===== src/rtl/select_encode_seq.sv =====
// ---------------------------------------------------------------------------
// select_encode_seq
//
// Register select/encode block with an operand sequencer. Latches the
// instruction word, extracts the Ra/Rb/Rc register fields and drives one-hot
// read/write enables for a register file of NUM_REGS entries.
//
// Two modes of operation:
//   - Manual (IDLE): the control unit selects fields with in_gra/grb/grc and
//     strobes in_read / in_write / in_base_addr_write.
//   - Sequenced: in_start reads up to two sources (Rb, then Rc) and can then
//     wait for a result handshake and write it back to Ra.
//
// Every output is registered. The values presented during a cycle are
// computed from the state and inputs sampled at the preceding rising edge.
//
// Ports:
//   in_clk               clock, rising edge
//   in_rst_n             asynchronous active-low reset
//   in_ir_load, in_ir    instruction word capture (IDLE only)
//   in_gra/grb/grc       manual field selects (ORed together)
//   in_read, in_write    manual register file strobes
//   in_base_addr_write   manual write, same effect as in_write
//   in_base_addr_read    R0 reads as zero (out_r0_zero instead of an enable)
//   in_start             start the sequencer (IDLE only)
//   in_src_cnt           number of source reads: 0, 1 (Rb), 2 or 3 (Rb, Rc)
//   in_wb_en             sequence finishes with a write-back to Ra
//   in_wb_valid          write-back data is ready
//   in_abort             return to IDLE without a done pulse
//   out_regfile_location encoded register number
//   out_read_onehot      one-hot read enable
//   out_write_onehot     one-hot write enable
//   out_r0_zero          operand bus must be forced to zero
//   out_busy             sequencer is active
//   out_done             one-cycle pulse when a sequence completes
// ---------------------------------------------------------------------------
module select_encode_seq #(
    parameter int DATA_W     = 32,
    parameter int REG_ADDR_W = 4,
    parameter int RA_LSB     = 23,
    parameter int RB_LSB     = 19,
    parameter int RC_LSB     = 15,
    localparam int NUM_REGS  = 2 ** REG_ADDR_W
) (
    input  logic                  in_clk,
    input  logic                  in_rst_n,
    input  logic                  in_ir_load,
    input  logic [DATA_W-1:0]     in_ir,
    input  logic                  in_gra,
    input  logic                  in_grb,
    input  logic                  in_grc,
    input  logic                  in_read,
    input  logic                  in_write,
    input  logic                  in_base_addr_write,
    input  logic                  in_base_addr_read,
    input  logic                  in_start,
    input  logic [1:0]            in_src_cnt,
    input  logic                  in_wb_en,
    input  logic                  in_wb_valid,
    input  logic                  in_abort,
    output logic [REG_ADDR_W-1:0] out_regfile_location,
    output logic [NUM_REGS-1:0]   out_read_onehot,
    output logic [NUM_REGS-1:0]   out_write_onehot,
    output logic                  out_r0_zero,
    output logic                  out_busy,
    output logic                  out_done
);

    typedef enum logic [2:0] {
        IDLE,
        SRC_B,
        SRC_C,
        WAIT_WB,
        WRITE
    } state_t;

    state_t                  state_q, state_d;
    logic [DATA_W-1:0]       ir_q, ir_d;
    logic [1:0]              srcCnt_q, srcCnt_d;
    logic                    wbEn_q, wbEn_d;
    logic                    baseRead_q, baseRead_d;

    logic [REG_ADDR_W-1:0]   location_q, location_d;
    logic [NUM_REGS-1:0]     readOneHot_q, readOneHot_d;
    logic [NUM_REGS-1:0]     writeOneHot_q, writeOneHot_d;
    logic                    r0Zero_q, r0Zero_d;
    logic                    busy_q, busy_d;
    logic                    done_q, done_d;

    logic                    seqFinish;
    logic                    manualActive;
    logic [REG_ADDR_W-1:0]   raField, rbField, rcField;
    logic [REG_ADDR_W-1:0]   manualLoc;
    logic                    unusedIrBits;

    function automatic logic [NUM_REGS-1:0] decode(input logic [REG_ADDR_W-1:0] addr);
        logic [NUM_REGS-1:0] vec;
        vec       = '0;
        vec[addr] = 1'b1;
        return vec;
    endfunction

    // Fields come from the IR value that will be held next cycle, so a load
    // in the same cycle as in_start is already visible to the sequence.
    assign raField = ir_d[RA_LSB +: REG_ADDR_W];
    assign rbField = ir_d[RB_LSB +: REG_ADDR_W];
    assign rcField = ir_d[RC_LSB +: REG_ADDR_W];

    // Overlapping selects OR their fields bitwise.
    assign manualLoc = ({REG_ADDR_W{in_gra}} & raField)
                     | ({REG_ADDR_W{in_grb}} & rbField)
                     | ({REG_ADDR_W{in_grc}} & rcField);

    // Manual strobes only count in IDLE when the cycle is not claimed by a
    // start or an abort.
    assign manualActive = (state_q == IDLE) && !in_start && !in_abort;

    // IR bits outside the three fields are held but never decoded.
    assign unusedIrBits = ^ir_q;

    // Next-state logic and sequence parameter capture. Abort is applied last
    // so it overrides every other transition and suppresses the done pulse.
    always_comb begin
        state_d    = state_q;
        ir_d       = ir_q;
        srcCnt_d   = srcCnt_q;
        wbEn_d     = wbEn_q;
        baseRead_d = baseRead_q;
        seqFinish  = 1'b0;

        if (state_q == IDLE && in_ir_load) begin
            ir_d = in_ir;
        end

        case (state_q)
            IDLE: begin
                if (!in_abort && in_start) begin
                    srcCnt_d   = in_src_cnt;
                    wbEn_d     = in_wb_en;
                    baseRead_d = in_base_addr_read;
                    if (in_src_cnt != 2'd0) begin
                        state_d = SRC_B;
                    end else if (in_wb_en) begin
                        state_d = WAIT_WB;
                    end else begin
                        seqFinish = 1'b1;
                    end
                end
            end
            SRC_B: begin
                if (srcCnt_q[1]) begin
                    state_d = SRC_C;
                end else if (wbEn_q) begin
                    state_d = WAIT_WB;
                end else begin
                    state_d   = IDLE;
                    seqFinish = 1'b1;
                end
            end
            SRC_C: begin
                if (wbEn_q) begin
                    state_d = WAIT_WB;
                end else begin
                    state_d   = IDLE;
                    seqFinish = 1'b1;
                end
            end
            WAIT_WB: begin
                if (in_wb_valid) begin
                    state_d = WRITE;
                end
            end
            WRITE: begin
                state_d   = IDLE;
                seqFinish = 1'b1;
            end
            default: begin
                state_d = IDLE;
            end
        endcase

        if (in_abort) begin
            state_d   = IDLE;
            seqFinish = 1'b0;
        end
    end

    // Output values for the coming cycle, derived from the state being
    // entered. A read takes precedence over a write in manual mode so the
    // two enables can never be active together. The R0 rule turns a read of
    // register 0 into out_r0_zero and never affects writes.
    always_comb begin
        location_d    = '0;
        readOneHot_d  = '0;
        writeOneHot_d = '0;
        r0Zero_d      = 1'b0;
        busy_d        = (state_d != IDLE);
        done_d        = seqFinish;

        case (state_d)
            SRC_B: begin
                location_d = rbField;
                if (baseRead_d && rbField == '0) begin
                    r0Zero_d = 1'b1;
                end else begin
                    readOneHot_d = decode(rbField);
                end
            end
            SRC_C: begin
                location_d = rcField;
                if (baseRead_d && rcField == '0) begin
                    r0Zero_d = 1'b1;
                end else begin
                    readOneHot_d = decode(rcField);
                end
            end
            WRITE: begin
                location_d    = raField;
                writeOneHot_d = decode(raField);
            end
            IDLE: begin
                if (manualActive) begin
                    location_d = manualLoc;
                    if (in_read) begin
                        if (in_base_addr_read && manualLoc == '0) begin
                            r0Zero_d = 1'b1;
                        end else begin
                            readOneHot_d = decode(manualLoc);
                        end
                    end else if (in_write || in_base_addr_write) begin
                        writeOneHot_d = decode(manualLoc);
                    end
                end
            end
            default: begin
            end
        endcase
    end

    // State, IR, captured sequence parameters and registered outputs.
    always_ff @(posedge in_clk or negedge in_rst_n) begin
        if (!in_rst_n) begin
            state_q       <= IDLE;
            ir_q          <= '0;
            srcCnt_q      <= '0;
            wbEn_q        <= 1'b0;
            baseRead_q    <= 1'b0;
            location_q    <= '0;
            readOneHot_q  <= '0;
            writeOneHot_q <= '0;
            r0Zero_q      <= 1'b0;
            busy_q        <= 1'b0;
            done_q        <= 1'b0;
        end else begin
            state_q       <= state_d;
            ir_q          <= ir_d;
            srcCnt_q      <= srcCnt_d;
            wbEn_q        <= wbEn_d;
            baseRead_q    <= baseRead_d;
            location_q    <= location_d;
            readOneHot_q  <= readOneHot_d;
            writeOneHot_q <= writeOneHot_d;
            r0Zero_q      <= r0Zero_d;
            busy_q        <= busy_d;
            done_q        <= done_d;
        end
    end

    assign out_regfile_location = location_q;
    assign out_read_onehot      = readOneHot_q;
    assign out_write_onehot     = writeOneHot_q;
    assign out_r0_zero          = r0Zero_q;
    assign out_busy             = busy_q;
    assign out_done             = done_q;

endmodule


===== config.mk =====
export PLATFORM = sky130hd
export DESIGN_NAME = select_encode_seq
export DESIGN_NICKNAME = d
export VERILOG_FILES = /design/src/rtl/select_encode_seq.sv
export SDC_FILE = /design/constraint.sdc
export NUM_CORES = 1
export LEC_CHECK = 0
export CAP_MARGIN = 20
export CORE_ASPECT_RATIO = 1.1
export CORE_UTILIZATION = 47
export DETAILED_ROUTE_END_ITERATION = 8
export GPL_TIMING_DRIVEN = 0
export PLACE_DENSITY_LB_ADDON = 0.15
export SLEW_MARGIN = 20
export SYNTH_ARGS = -nofsm -noshare
export SYNTH_HDL_FRONTEND = slang
export SYNTH_SLANG_ARGS = --single-unit

===== constraint.sdc =====
create_clock -name in_clk -period 2.8 [get_ports in_clk]
set_clock_uncertainty 0.1 [all_clocks]
set_input_delay 0.56 -clock in_clk [delete_from_list [all_inputs] [get_ports in_clk]]
set_output_delay 0.56 -clock in_clk [all_outputs]
set_load 0.05 [all_outputs]

* Word-level counts from Yosys, hierarchy flattened
Index checks and enable logic that the tools add are counted.
Cells by class: magnitude comparators 8, eq/ne operators 7, multiplexer cells 44, bitwise logic cells 5, reductions and logical operators 22
Operators with widths (number):
- $mux 16 | 8
- $pmux 16 s3 | 1
- $pmux 16 s2 | 1
- $mux 27 | 1
- $lt 4x5->1 const B | 4
- $mux 1 | 17
- $demux 1 s4 | 4
- $ge 4x1->1 const B | 4
- $pmux 4 s4 | 1
- $mux 3 | 5
- $and 4x4->4 | 3
- $logic_not 4->1 | 3
- $pmux 3 s4 | 1
- $logic_and 1x1->1 | 11
- $eq 3x2->1 const B | 3
- $or 4x4->4 | 2
- $eq 3x1->1 const B | 2
- $eq 3x3->1 const B | 2
- $logic_not 3->1 | 2
- $mux 2 | 2
- $mux 4 | 1
- $pmux 1 s4 | 1
- $pmux 1 s3 | 1
- $reduce_bool 3->1 | 1
- other kinds (4) | 5
Word-level totals: register bits after elaboration 73, input port bits 48, output and inout bits 39, word-level logic and storage cells 98

* Logic depth before layout (Yosys ltp)
Gate-level depths: netlist of run 1.
depth in word-level cells 14, depth in mapped cells 10, depth with buffers taken out 6

* Worst setup path before layout of run 1
Ideal clock, no wire load.
path type in2reg, start point input port in_ir_load, end point register readOneHot_q[5] (netlist: out_read_onehot[5]), library setup time 138 ps, data arrival time 2166 ps, required time 2562 ps, path slack 396 ps, stages 9, path buffers 3, path through nor4b_2 -> buf_6 -> buf_6 -> mux2i_1 -> inv_1 -> a211oi_1 -> nand2b_1 -> buf_2 -> o221ai_1
On the way: word-level cells in the longest chain between the ends 13, elaborated cells on any way between the ends 34, those cells by class 6 x order compare; 13 x mux; 5 x bitwise; 10 x reduce/logical
Ends and longest elaborated chain:
- from (decl) | RTL line 47 | input logic in_ir_load,
- $logic_and 1x1->1 * | RTL line 131 | if (state_q == IDLE && in_ir_load) begin
- $mux 27 * | RTL line 131
- net ir_d[19] | RTL line 78 | logic [DATA_W-1:0] ir_q, ir_d;
- $and 4x4->4 | RTL line 111 | | ({REG_ADDR_W{in_grb}} & rbField)
- $or 4x4->4 | RTL line 111
- $or 4x4->4 | RTL line 112 | | ({REG_ADDR_W{in_grc}} & rcField);
- $lt 4x5->1 (implied by the code) or $ge 4x1->1 (tied branches) | RTL line 99 | vec[addr] = 1'b1;
- $logic_and 1x1->1 (implied by the code) | RTL line 99
- $mux 1 (implied by the code) | RTL line 99
- $demux 1 s4 | RTL line 99
- $mux 16 | RTL line 225 | if (in_base_addr_read && manualLoc == '0) begin
- $mux 16 | RTL line 224 | if (in_read) begin
- $mux 16 | RTL line 222 | if (manualActive) begin
- $pmux 16 s3 * | RTL line 200 | case (state_d)
- net readOneHot_d[5] | RTL line 84 | logic [NUM_REGS-1:0] readOneHot_q, readOneHot_d;
- to (signal assigned) | RTL line 261 | readOneHot_q <= readOneHot_d;
- to (decl) | RTL line 84
Mark *: on every way through the listed nets, which the timed path passes. The rest lies on a longest branch. A chain may end at the register's enable or synchronous reset.

* Final worst setup path of run 1
start point register state_q[2], end point register readOneHot_q[5] (netlist: out_read_onehot[5])
On the way: word-level cells in the longest chain between the ends 14, elaborated cells on any way between the ends 50, those cells by class 6 x order compare; 5 x eq/ne; 20 x mux; 5 x bitwise; 14 x reduce/logical
Ends and longest elaborated chain:
- from (decl) | RTL line 77 | state_t state_q, state_d;
- from (signal assigned) | RTL line 255 | state_q <= state_d;
- $logic_not 3->1 * | RTL line 131
- $logic_and 1x1->1 * | RTL line 131
- $mux 27 * | RTL line 131
- net ir_d[22] | RTL line 78
- $and 4x4->4 | RTL line 111
- $or 4x4->4 | RTL line 111
- $or 4x4->4 | RTL line 112
- $lt 4x5->1 (implied by the code) or $ge 4x1->1 (tied branches) | RTL line 99
- $logic_and 1x1->1 (implied by the code) | RTL line 99
- $mux 1 (implied by the code) | RTL line 99
- $demux 1 s4 | RTL line 99
- $mux 16 | RTL line 225
- $mux 16 | RTL line 224
- $mux 16 | RTL line 222
- $pmux 16 s3 * | RTL line 200
- net readOneHot_d[5] | RTL line 84
Marked as above.

==> metrics.txt, run 1 <==
status completed; commonest cells after routing, fill and taps aside clkdlybuf4s50_1 (63), dfrtp_1 (56), nand2_1 (38), nor2_1 (19), buf_4 (14); largest net degree at the start of global routing 58; # rows 29; fmax 0.366 GHz; VDD IR max 405 µV; worst min path class primary input to async pin; Rel. slew slack 0.543; WL/cell 16.9 µm; CP Cell Sequence nor4b_4 > buf_6 > mux2_4 > a222oi_1 > buf_4 > nand4b_1 > o221ai_2; initial cell density of the core 0.496; WP data required 2.96 ns; switching power 793 µW; EDFF count, synth 0; R2R Path End out_read_onehot[5]; routability cong. 0.864; Die H 84.4 µm; Clk Latency, worst-skew pair 0.35 ns; Top FF cell, synth dfrtp_1; final WL 7630 µm; Routed Antenna Nets 0; reg2reg path depth 7; TritonCTS clock tree done; die area 6490 µm²; Yosys reg bits 57; Crit Path Category register to register; clock share of power 0.365; worst-margin pin slew 0.686 ns; clk slew on worst S/H paths roughly 0.07 ns; internal reg-to-reg setup slack approximately 0.067 ns; Setup crit start kind register; Tot GR Track Use 0.245; worst-path maximum fanout 8; Yosys cell types 51; final setup violation count 0; Avg Cell Area, Syn 10.3 µm²; layout cells sized above 1 0.185; Nets 416; hold buffers post-CTS 0; sequential share of the synthesized area 0.492; initial antenna violation count 0; Mapped Cells 281; input/output buffers between 60 and 70; DRC 0; Die X 76.9 µm; first-pass GRT wire length 12000 µm; Sequential Power Share 0.363; Via density 5.76; crit path time final 2.73 ns; IO Pins between 80 and 90; Worst path slowest cell dfrtp_2; register area 1430 µm²; commonest non-fill, non-tap cell in the layout clkdlybuf4s50_1; Hold Vio Cnt, Final 0; internal power 1770 µW; CTS root buffer clkbuf_8; CTS buffer count 9; First DRT Iteration DRCs 153; asr flop ratio synth 1.00; core area 5840 µm²; Arr. time, crit path 2.89 ns; max_cap viols 0; CTS max path bufs 2; CP endpoint kind register; number of global-route vias before repair 2384; Post-Syn Area 2900 µm²; Net Count, Synth 329; final worst-path cycle share 0.976; overall power of the completed layout roughly 2600 µW; Multi-input gate area 1440 µm²; total number of vias 2593; Clock Sinks 57; area delta synth->final 40.7%; Detailed Place HPWL 5490 µm; Sw Ratio 0.309; Setup TNS 0 ns; DRT Pass-1 Iters 4; CTS HTree Levels 3; Largest stage delay, worst path 0.48 ns; max-slew violations 0; power per cell area 629 nW/µm²; antenna cells 0; fill count around 440; worst r2r src state_q[2]; global route overflow 0; combinational power share 0.272; Leak 0.00168 µW; yosys warns 0
-- power groups by stage --
stage	Clock, µW	Combinational, µW	Sequential, µW
2_1_floorplan	0	325	1020
3_3_place_gp	0	604	939
3_5_place_dp	0	609	942
4_1_cts	946	636	930
5_1_grt	982	746	940
6_report	937	698	932
-- per-stage QoR --
stage                     setup slack [ns]  instances  instance area, µm²  utilization  hold WS, ns
after floorplan                      0.396        281                2900            -        0.164
after global placement              -0.561        423                3650        0.624        0.399
after detailed placement            -0.425        423                3640        0.624        0.411
after CTS                         -0.00258        443                3940        0.674        0.185
after global routing               -0.0296        450                4080        0.698        0.228
final                               0.0670        450                4080        0.698        0.161
-- final cells by class --
| class | count | share of cell area |
|---|---|---|
| timing repair buffer | 76 | 0.180 |
| clock inverter | 5 | 0.0251 |
| sequential | 57 | 0.350 |
| multi-input combinational | 198 | 0.354 |
| tap | 77 | 0.0236 |
| clock buffer | 11 | 0.0347 |
| inverter | 16 | 0.0153 |
| buffer | 10 | 0.0178 |
-- flip-flops by register name (all words and copies together), names as in the netlist, 3 cells and up --
name                  flops
state_q                   3
out_read_onehot          16
out_write_onehot         16
ir_q                     12
out_regfile_location      4
-- critical path, delay by kind of cell, from the launching register on --
| family | cells | cell delay, ns |
|---|---|---|
| DFF | 1 | 0.48 |
| AOI/OAI and AO/OA | 2 | 0.69 |
| buffers and inverters | 2 | 0.44 |
| muxes | 1 | 0.34 |
| and+or+nand+nor | 2 | 0.60 |
-- timing repair --
item                       4_1_cts  5_1_grt
pin swaps                        1        4
resized for setup                3       18
cloned                           0        0
buffers inserted                 4        7
setup endpoints to repair       17       35
-- per-layer routing --
metal	global-route usage	vias to the layer above	wire, µm
met1	0.317	1246	3260
met5	0	-	0
met4	0.133	0	144
met3	0.0446	17	456
met2	0.389	98	3770
li1	-	1232	-
-- kinds of logic after synthesis --
| group | after synthesis | synth area share |
|---|---|---|
| multiplexers | 20 | 0.0764 |
| AO/OA/AOI/OAI | 68 | 0.182 |
| AND/OR/NAND/NOR | 110 | 0.203 |
| flip-flops | 57 | 0.492 |
| buffers and inverters | 26 | 0.0466 |
-- synth_stat cells (2+ instances only) --
cell type	number	area, µm²
buf_2	4	20.0
mux2i_1	10	100
or3_1	2	12.5
mux2i_2	2	27.5
o221ai_1	17	149
o211ai_1	3	22.5
inv_1	14	52.6
nand2_1	38	143
dfrtp_1	57	1430
nor3_1	8	40.0
nand3_1	9	45.0
o21ai_0	7	35.0
nand2b_1	7	43.8
nand4b_1	3	26.3
nor2b_1	3	18.8
a32o_1	2	20.0
nand3b_1	7	52.6
o22ai_1	12	75.1
a22oi_1	4	30.0
o32ai_1	5	43.8
a21oi_1	6	30.0
buf_6	3	33.8
nor2_1	19	71.3
nand4_1	4	25.0
buf_4	2	15.0
mux2_2	7	78.8
and3_1	2	12.5
-- worst max path at each step --
stage / from / end / slack [ns] / cells after the start
global placement: in_rst_n / out_regfile_location[1] / -0.56 / 1
CTS: in_ir_load / out_read_onehot[2] / -0.003 / 9
floorplan: in_ir_load / out_read_onehot[5] / 0.40 / 9
detailed placement: in_ir_load / out_read_onehot[5] / -0.43 / 10
global route: state_q[2] / out_read_onehot[5] / -0.03 / 7
finish: state_q[2] / out_read_onehot[5] / 0.07 / 7
Note: power is estimated with default switching activity, not from simulation.
==> run 2: changes to the inputs <==
- ABC_AREA: not set -> 1
- CORE_UTILIZATION: 47 -> 50
==> metrics.txt, run 2 <==
area delta synth->final 27.9%; Routed Antenna Nets 0; Rel. slew slack 0.532; top cell type's share of synthesized area 0.416; final worst-path cycle share 0.837; initial cell density of the core 0.520; max-slew violations 0; WL/cell 14.4 µm; CTS buffer count 9; Mapped Cells 445; Leak 0.00225 µW; core area 6590 µm²; CTS HTree Levels 3; routability cong. 1.02; Clk Latency, worst-skew pair 0.35 ns; EDFF count, synth 0; sequential share of the synthesized area 0.416; final WL roughly 8700 µm; Synth area leaders dfrtp_1 (42%), nand2_1 (13%), nand3_1 (7.3%); reg2reg path depth 6; DRT Pass-1 Iters 5; switching power between 1000 and 1500 µW; Die H 88.9 µm; R2R Path End out_write_onehot[4]; internal power 1710 µW; CP Cell Sequence clkdlybuf4s50_1 > inv_1 > nand3_1 > nand2_1 > inv_1 > nor2_1 > nor2_1 > nor2_2 > nand2_2 > nor2_1 > nor2_1 > nand2_1; antenna cells 0; Hold Vio Cnt, Final 0; worst-margin pin slew 0.702 ns; clock share of power 0.267; First DRT Iteration DRCs 196; Tot GR Track Use 0.269; CTS max path bufs 2; top cells by count, synth nand2_1 (116), inv_1 (58), dfrtp_1 (57), nand3_1 (50), nor2_1 (43); number of global-route vias before repair about 3000; most used cell, CP nor2_1; Crit Path Category primary input to register; VDD IR max roughly 450 µV; post-CTS setup buffer count 0; CP endpoint kind register; Avg Cell Area, Syn about 7.7 µm²; Yosys reg bits 57; status completed; post-CTS resize count 0; asr flop ratio synth 1.00; Sw Ratio 0.410; DRC 0; hold buffers post-CTS 0; worst r2r src state_q[0]; final setup violation count 0; WP data required ~2.9 ns; largest net degree at the start of global routing 58; Nets 570; Sequential Power Share 0.336; commonest non-fill, non-tap cell in the layout nand2_1; max_cap viols 0; top-count cell post-synth nand2_1; Detailed Place HPWL approximately 6700 µm; clk slew on worst S/H paths ~0.06 ns; input/output buffers 66; initial antenna violation count 0; Yosys cell types 28; Clock Sinks 57; # rows 31; Largest stage delay, worst path 0.63 ns; total number of vias 3215; fmax between 0.4 and 0.5 GHz; worst-path maximum fanout 10; global route overflow 0; Worst path top cell family by delay simple AND/OR/NAND/NOR gates; Yosys top cell by area dfrtp_1; Worst path slowest cell clkdlybuf4s50_1; power per cell area 659 nW/µm²; Setup crit start kind primary input; Top FF cell, synth dfrtp_1; CTS root buffer clkbuf_8; combinational power share 0.396; internal reg-to-reg setup slack 0.62 ns; unrepaired setup endpoints after global routing no; Arr. time, crit path around 2.5 ns; TritonCTS clock tree done; worst min path class primary input to async pin; Net Count, Synth 493; die area approximately 7200 µm²; Via density 5.29; IO Pins 87; hold slack 0.164 ns; Post-Syn Area 3430 µm²; commonest cells after routing, fill and taps aside nand2_1 (116), clkdlybuf4s50_1 (65), inv_1 (58), dfrtp_1 (57), nand3_1 (50); yosys warns 0; overall power of the completed layout 2890 µW; Die X just over 80 µm; Setup TNS 0 ns; first-pass GRT wire length 14400 µm; layout cells sized above 1 0.183; crit path time final 2.34 ns; Buf+Inv Stages, Crit Path 3
==> run 2: kinds of logic (layout without fill, tap and decap cells) <==
family                 after synthesis  in the layout  synth area share
AO/OA/AOI/OAI                       15             15            0.0266
buffers and inverters               78            159            0.0966
flip-flops                          57             57             0.416
AND/OR/NAND/NOR                    295            295             0.461
==> run 2: worst max path at each step <==
stage,startpoint,to,slack [ns],cells past startpoint
floorplan,in_abort,out_read_onehot[11],1.04,10
global placement,in_rst_n,out_busy,-0.58,1
detailed placement,in_abort,out_read_onehot[4],0.13,12
CTS,in_abort,out_read_onehot[4],0.48,12
global route,in_abort,out_read_onehot[4],0.29,12
finish,in_abort,out_read_onehot[4],0.46,12
==> run 2: through the flow <==
stage | setup slack [ns] | instances | instance area (µm²) | utilization
global placement | -0.577 | 593 | 4200 | 0.636
CTS | 0.480 | 608 | 4390 | 0.665
floorplan | 1.04 | 445 | 3430 | -
detailed placement | 0.132 | 593 | 4190 | 0.636
finish | 0.457 | 608 | 4390 | 0.665
global route | 0.290 | 608 | 4390 | 0.665
==> run 2: layout make-up <==
class / instances / area, µm²
Buffer: 9 / 72.6
Clock buffer: 12 / 155
Clock inverter: 3 / 40.0
Fill cell: 578 / 2210
Inverter: 69 / 259
Multi-Input combinational cell: 310 / 1670
Sequential cell: 57 / 1430
Tap cell: 82 / 103
Timing Repair Buffer: 66 / 658
==> run 2: power groups by stage <==
stage	combinational (µW)	clock, µW	sequential [µW]
6_report	1150	773	971
4_1_cts	1130	775	972
3_3_place_gp	1120	0	982
2_1_floorplan	666	0	1120
5_1_grt	1250	815	980
3_5_place_dp	1130	0	986
==> run 2: layer usage <==
layer  share of wire  routed length (µm)  track usage  up-vias
li1                -                   -            -     1576
met1            0.41                3560        0.327     1482
met2            0.51                4490        0.475      136
met3           0.052                 458       0.0520       21
met4           0.025                 215       0.0942        0
met5               0                   0            0        -
